$ cat config.mk
export PLATFORM = sky130hd
export DESIGN_NAME = exe_mem_pipe_flat
export DESIGN_NICKNAME = d
export VERILOG_FILES = /design/src/rtl/exe_mem_if.sv /design/src/rtl/exe_mem_pipe.sv /design/src/flat_wrapper.sv
export SDC_FILE = /design/constraint.sdc
export NUM_CORES = 1
export LEC_CHECK = 0
export ABC_AREA = 0
export CELL_PAD_IN_SITES_DETAIL_PLACEMENT = 0
export CELL_PAD_IN_SITES_GLOBAL_PLACEMENT = 1
export CORE_MARGIN = 1.5
export CORE_UTILIZATION = 30
export CTS_CLUSTER_DIAMETER = 60
export DETAILED_ROUTE_END_ITERATION = 12
export MAX_ROUTING_LAYER = met4
export PLACE_DENSITY = 0.76
export SYNTH_ARGS = -nofsm -noshare
export SYNTH_HDL_FRONTEND = slang
export SYNTH_SLANG_ARGS = --single-unit
$ cat constraint.sdc
create_clock -name clock -period 2.86 [get_ports clock]
set_input_delay 0.572 -clock clock [delete_from_list [all_inputs] [get_ports clock]]
set_output_delay 0.572 -clock clock [all_outputs]
set_load 0.02 [all_outputs]
$ cat src/rtl/exe_mem_if.sv
// EXE->MEM pipeline bundle: upstream valid/ready plus payload, downstream valid/ready plus registered copies.
// The master modport is the side that drives the execute payload; the slave modport is the pipeline register.
interface exe_mem_if #(
    parameter int DATA_W = 32,
    parameter int REG_W  = 5,
    parameter int WB_W   = 2,
    parameter int MEM_W  = 3
);
    logic              in_valid;
    logic              in_ready;
    logic [DATA_W-1:0] addPc;
    logic [DATA_W-1:0] aluResult;
    logic [DATA_W-1:0] readData2;
    logic [REG_W-1:0]  muxInst;
    logic [WB_W-1:0]   WB;
    logic [MEM_W-1:0]  MEM;

    logic              out_valid;
    logic              out_ready;
    logic [DATA_W-1:0] addPcOut;
    logic [DATA_W-1:0] aluResultOut;
    logic [DATA_W-1:0] readData2Out;
    logic [REG_W-1:0]  muxInstOut;
    logic [WB_W-1:0]   WBOut;
    logic [MEM_W-1:0]  MEMOut;

    modport master (
        output in_valid, addPc, aluResult, readData2, muxInst, WB, MEM, out_ready,
        input  in_ready, out_valid, addPcOut, aluResultOut, readData2Out, muxInstOut, WBOut, MEMOut
    );

    modport slave (
        input  in_valid, addPc, aluResult, readData2, muxInst, WB, MEM, out_ready,
        output in_ready, out_valid, addPcOut, aluResultOut, readData2Out, muxInstOut, WBOut, MEMOut
    );
endinterface

$ cat src/rtl/exe_mem_pipe.sv
// Flow-controlled EXE->MEM pipeline register with synchronous flush (bubble insertion).
// Define EXE_MEM_SKID_EN to add a skid entry, which makes in_ready independent of out_ready.
module exe_mem_pipe #(
    parameter int DATA_W = 32,
    parameter int REG_W  = 5,
    parameter int WB_W   = 2,
    parameter int MEM_W  = 3
) (
    input logic       clock,
    input logic       reset,
    input logic       flush,
    exe_mem_if.slave  bus
);

    typedef struct packed {
        logic [DATA_W-1:0] addPc;
        logic [DATA_W-1:0] aluResult;
        logic [DATA_W-1:0] readData2;
        logic [REG_W-1:0]  muxInst;
        logic [WB_W-1:0]   wb;
        logic [MEM_W-1:0]  mem;
    } bundle_t;

    bundle_t inBundle;
    bundle_t mainBundle_d, mainBundle_q;
    logic    outValid_d, outValid_q;
    logic    inReady;
    logic    accept;
    logic    drain;

    assign inBundle = '{addPc:     bus.addPc,
                        aluResult: bus.aluResult,
                        readData2: bus.readData2,
                        muxInst:   bus.muxInst,
                        wb:        bus.WB,
                        mem:       bus.MEM};

    assign accept = bus.in_valid && inReady;
    assign drain  = outValid_q && bus.out_ready;

`ifdef EXE_MEM_SKID_EN
    bundle_t skidBundle_d, skidBundle_q;
    logic    skidValid_d, skidValid_q;

    assign inReady = !flush && !skidValid_q;

    // An accept that main cannot absorb (stalled and full) parks in skid; skid refills main on drain.
    always_comb begin
        mainBundle_d = mainBundle_q;
        outValid_d   = outValid_q;
        skidBundle_d = skidBundle_q;
        skidValid_d  = skidValid_q;
        if (flush) begin
            outValid_d       = 1'b0;
            mainBundle_d.wb  = '0;
            mainBundle_d.mem = '0;
            skidValid_d      = 1'b0;
        end else if (accept && outValid_q && !bus.out_ready) begin
            skidBundle_d = inBundle;
            skidValid_d  = 1'b1;
        end else if (accept) begin
            mainBundle_d = inBundle;
            outValid_d   = 1'b1;
        end else if (drain && skidValid_q) begin
            mainBundle_d = skidBundle_q;
            outValid_d   = 1'b1;
            skidValid_d  = 1'b0;
        end else if (drain) begin
            outValid_d       = 1'b0;
            mainBundle_d.wb  = '0;
            mainBundle_d.mem = '0;
        end
    end

    always_ff @(posedge clock) begin
        if (reset) begin
            skidBundle_q <= '0;
            skidValid_q  <= 1'b0;
        end else begin
            skidBundle_q <= skidBundle_d;
            skidValid_q  <= skidValid_d;
        end
    end
`else
    assign inReady = !flush && (!outValid_q || bus.out_ready);

    // Control fields are cleared whenever valid drops so an empty stage reads as a NOP.
    always_comb begin
        mainBundle_d = mainBundle_q;
        outValid_d   = outValid_q;
        if (flush) begin
            outValid_d       = 1'b0;
            mainBundle_d.wb  = '0;
            mainBundle_d.mem = '0;
        end else if (accept) begin
            mainBundle_d = inBundle;
            outValid_d   = 1'b1;
        end else if (drain) begin
            outValid_d       = 1'b0;
            mainBundle_d.wb  = '0;
            mainBundle_d.mem = '0;
        end
    end
`endif

    always_ff @(posedge clock) begin
        if (reset) begin
            mainBundle_q <= '0;
            outValid_q   <= 1'b0;
        end else begin
            mainBundle_q <= mainBundle_d;
            outValid_q   <= outValid_d;
        end
    end

    assign bus.in_ready     = inReady;
    assign bus.out_valid    = outValid_q;
    assign bus.addPcOut     = mainBundle_q.addPc;
    assign bus.aluResultOut = mainBundle_q.aluResult;
    assign bus.readData2Out = mainBundle_q.readData2;
    assign bus.muxInstOut   = mainBundle_q.muxInst;
    assign bus.WBOut        = mainBundle_q.wb;
    assign bus.MEMOut       = mainBundle_q.mem;

endmodule

$ cat src/flat_wrapper.sv
// flat-port wrapper written by rule: the top's interface ports become plain ports
module exe_mem_pipe_flat 
#(
    parameter int DATA_W = 32,
    parameter int REG_W  = 5,
    parameter int WB_W   = 2,
    parameter int MEM_W  = 3
)
  (clock, reset, flush, bus_in_valid, bus_addPc, bus_aluResult, bus_readData2, bus_muxInst, bus_WB, bus_MEM, bus_out_ready, bus_in_ready, bus_out_valid, bus_addPcOut, bus_aluResultOut, bus_readData2Out, bus_muxInstOut, bus_WBOut, bus_MEMOut);
  exe_mem_if #(.DATA_W(DATA_W), .REG_W(REG_W), .WB_W(WB_W), .MEM_W(MEM_W)) bus_i ();
  input logic clock;
  input logic reset;
  input logic flush;
  input wire logic [$bits(bus_i.in_valid)-1:0] bus_in_valid;
  input wire logic [$bits(bus_i.addPc)-1:0] bus_addPc;
  input wire logic [$bits(bus_i.aluResult)-1:0] bus_aluResult;
  input wire logic [$bits(bus_i.readData2)-1:0] bus_readData2;
  input wire logic [$bits(bus_i.muxInst)-1:0] bus_muxInst;
  input wire logic [$bits(bus_i.WB)-1:0] bus_WB;
  input wire logic [$bits(bus_i.MEM)-1:0] bus_MEM;
  input wire logic [$bits(bus_i.out_ready)-1:0] bus_out_ready;
  output wire logic [$bits(bus_i.in_ready)-1:0] bus_in_ready;
  output wire logic [$bits(bus_i.out_valid)-1:0] bus_out_valid;
  output wire logic [$bits(bus_i.addPcOut)-1:0] bus_addPcOut;
  output wire logic [$bits(bus_i.aluResultOut)-1:0] bus_aluResultOut;
  output wire logic [$bits(bus_i.readData2Out)-1:0] bus_readData2Out;
  output wire logic [$bits(bus_i.muxInstOut)-1:0] bus_muxInstOut;
  output wire logic [$bits(bus_i.WBOut)-1:0] bus_WBOut;
  output wire logic [$bits(bus_i.MEMOut)-1:0] bus_MEMOut;
  assign bus_i.in_valid = bus_in_valid;
  assign bus_i.addPc = bus_addPc;
  assign bus_i.aluResult = bus_aluResult;
  assign bus_i.readData2 = bus_readData2;
  assign bus_i.muxInst = bus_muxInst;
  assign bus_i.WB = bus_WB;
  assign bus_i.MEM = bus_MEM;
  assign bus_i.out_ready = bus_out_ready;
  assign bus_in_ready = bus_i.in_ready;
  assign bus_out_valid = bus_i.out_valid;
  assign bus_addPcOut = bus_i.addPcOut;
  assign bus_aluResultOut = bus_i.aluResultOut;
  assign bus_readData2Out = bus_i.readData2Out;
  assign bus_muxInstOut = bus_i.muxInstOut;
  assign bus_WBOut = bus_i.WBOut;
  assign bus_MEMOut = bus_i.MEMOut;
  exe_mem_pipe #(.DATA_W(DATA_W), .REG_W(REG_W), .WB_W(WB_W), .MEM_W(MEM_W)) u_core (.clock(clock), .reset(reset), .flush(flush), .bus(bus_i));
endmodule
==> impl_metrics.ini <==
[cells_and_area]
nFillCells = 1476
seq_area_sq_um = 2140
nNetsFinal = 774
multiInputGateArea_sq_um = 2390
drive_above_1_share_pct = 4.34
num_antenna_cells = 0
syn2layout_area_growth_pct = 53.1

[drt]
viasPerCell = 4.21
wire_per_inst_um = 13.2
drt_iter0_drc = 99
routed_wl_um = 11700
num_vias = 3718
drt.antenna.violating_nets = 0
first_pass_iters = 4
drc = 0

[clocking]
ctsRootBufferMaster = clkbuf_16
clock_tree.buffer_depth = 2
numCtsBuffers = 9
clock_latency_ns = 0.34
clk_pin_slew_ns = 0.07
post_cts_resize_count = 0
ctsHoldBuffers = 0
h-tree-depth = 3
cts_tree = built
cts_setup_buffers = 0
cts_num_sinks = 107

[global_route]
first_global_vias = 3629
grt_first_pass_wirelength_um = 17800
grt.total_usage_pct = 13.8
antenna_found_initial = 0
grt_max_degree = 119
grt-ovfl-total = 0

[yosys]
yosys_warnings = 0
synthDistinctLibCells = 13
yosysSeqAreaShare_pct = 44.4
syn_inst = 456
ys_ff_latch = 107
netlist_top_cells_area = dfxtp_1 44%, nand2b_1 26%, mux2i_1 21%
synth_area_sq_um = 4820
synth_nets = 567
syn_avg_cell_area_sq_um = 10.6
synth_top_area_share_pct = 44.4
synth_largest_area_cell = dfxtp_1

[setup_path]
worstPathRequired_ns = 2.29
crit_path_max_fanout = 5
cp-end-kind = output port
worstSetupStartpointType = input pin
arrival_ns = 1.83
crit_type = input pin to output port

[power_and_ir_drop]
switching_power_uw = 875
p_sw_share_pct = 25.2
power_frac_seq_pct = 46.3
p_int_uw = 2590
combPwrFrac_pct = 19.1
peakVddDrop_mv = 0.242
clkPwrFrac_pct = 34.6
p_per_area_nw_per_um2 = 470
leakagePower_uw = 0.00269

[place]
io_buffers = 218
hpwlAfterDp_um = 8490
gp_congestion = 0.764
dp_slack_ns = 0.445

[sta]
final_hold_viol_count = 0
worstMarginPinSlew_ns = 0.651
finClkSkew_ns = 0.00539
setup_violations = 0
finalWorstSetupSlack_ns = 0.461
period_needed_ns = 2.40
whs_ns = 0.472
fmax_ghz = 0.417
rsz0062_at_grt = false
final.period_utilization_pct = 83.9
max_slew_margin_pct = 56.6
slew_viol_final = 0
tns_ns = 0

[floorplanning]
die_x_um = 130
core_sq_um = 15800
start_util_pct = 30.6
core.rowCount = 46
die_area_sq_um = 16800
die_y_um = 130
design.portCount = 219

[run]
cap_violations = 0

[outcome]
status = completed

[min_path]
hold_path.class = flop to flop
critical path, cell delays in order:
cell and delay (ns):
clkdlybuf4s50_1 0.50, nor2b_4 0.07, nor2_1 0.09, clkdlybuf4s50_1 0.60
registers in the layout, summed over array words and instances (netlist names):
name and count:
u_core.bus.addPcOut 32, u_core.bus.out_valid 1, u_core.bus.aluResultOut 32, u_core.bus.muxInstOut 5, u_core.bus.WBOut 2, u_core.bus.MEMOut 3, u_core.bus.readData2Out 32
cell usage after synthesis, drive strengths merged:
| library cell | instances |
|---|---|
| a22o | 5 |
| and3b | 1 |
| buf | 12 |
| clkbuf | 21 |
| dfxtp | 107 |
| mux2i | 101 |
| nand2b | 202 |
| nor2 | 3 |
| nor2b | 1 |
| nor3b | 1 |
| o21a | 2 |
per-stage QoR:
step | utilization (%) | cell area, sq um | cells | total power (uW)
final | 46.8 | 7380 | 884 | 3470
after global routing | 46.8 | 7380 | 884 | 3630
after CTS | 46.8 | 7380 | 884 | 3530
after detailed placement | 45.0 | 7100 | 868 | 2310
after global placement | 45.0 | 7100 | 868 | 2300
after floorplan | - | 4820 | 456 | 1980
placed cells by master (no fill, tap or decap):
cell type        count
mux2i_1            101
nand2b_1           202
nor2b_4              1
clkbuf_8             2
nor2_1               3
clkbuf_1             1
nor3b_4              1
clkinv_2             2
dfxtp_1            107
and3b_1              1
buf_4                9
o21a_1               2
a22o_1               5
buf_12               3
clkdlybuf4s50_1    217
clkinvlp_4           2
clkbuf_16            9
area by class of cell:
type	count	share of cell area [%]
Clock buffer	12	3.48
Clock inverter	4	0.339
Multi-Input combinational cell	316	32.3
Tap cell	216	3.66
Timing Repair Buffer	229	31.2
Sequential cell	107	29.0
power by group through the flow:
stage | logic [uW] | registers [uW] | clock network, uW
global route | 706 | 1610 | 1310
finish | 662 | 1610 | 1200
CTS | 671 | 1610 | 1260
floorplan | 247 | 1730 | 0
global placement | 659 | 1640 | 0
detailed placement | 668 | 1640 | 0
cells by family (layout without fill, tap and decap cells):
logic type             count (synthesis)  after routing  synth area share (%)
AND/OR/NAND/NOR                      208            208                  27.3
multiplexers                         101            101                  21.0
flip-flops                           107            107                  44.4
AO/OA/AOI/OAI                          7              7                  1.22
buffers and inverters                 33            245                  6.05
metal layers:
| layer | vias up | routed length (um) | GRT usage [%] | share of wire (%) |
|---|---|---|---|---|
| li1 | 1884 | - | - | - |
| met1 | 1691 | 5040 | 15.7 | 43 |
| met2 | 130 | 5500 | 22.7 | 47 |
| met3 | 13 | 934 | 4.22 | 8.0 |
| met4 | 0 | 200 | 5.69 | 1.7 |
| met5 | - | 0 | - | 0 |
path summary, 6_finish.rpt:
check,from,cells after the start,end,slack [ns]
setup / recovery,bus_out_ready,4,bus_in_ready,0.46
hold / removal,u_core.bus.muxInstOut[2],2,u_core.bus.muxInstOut[2],0.47
setup reg to reg,u_core.bus.out_valid,4,u_core.bus.aluResultOut[23],1.18
hold reg to reg,u_core.bus.muxInstOut[2],2,u_core.bus.muxInstOut[2],0.47
No activity file was read; power rests on OpenSTA's default activity.
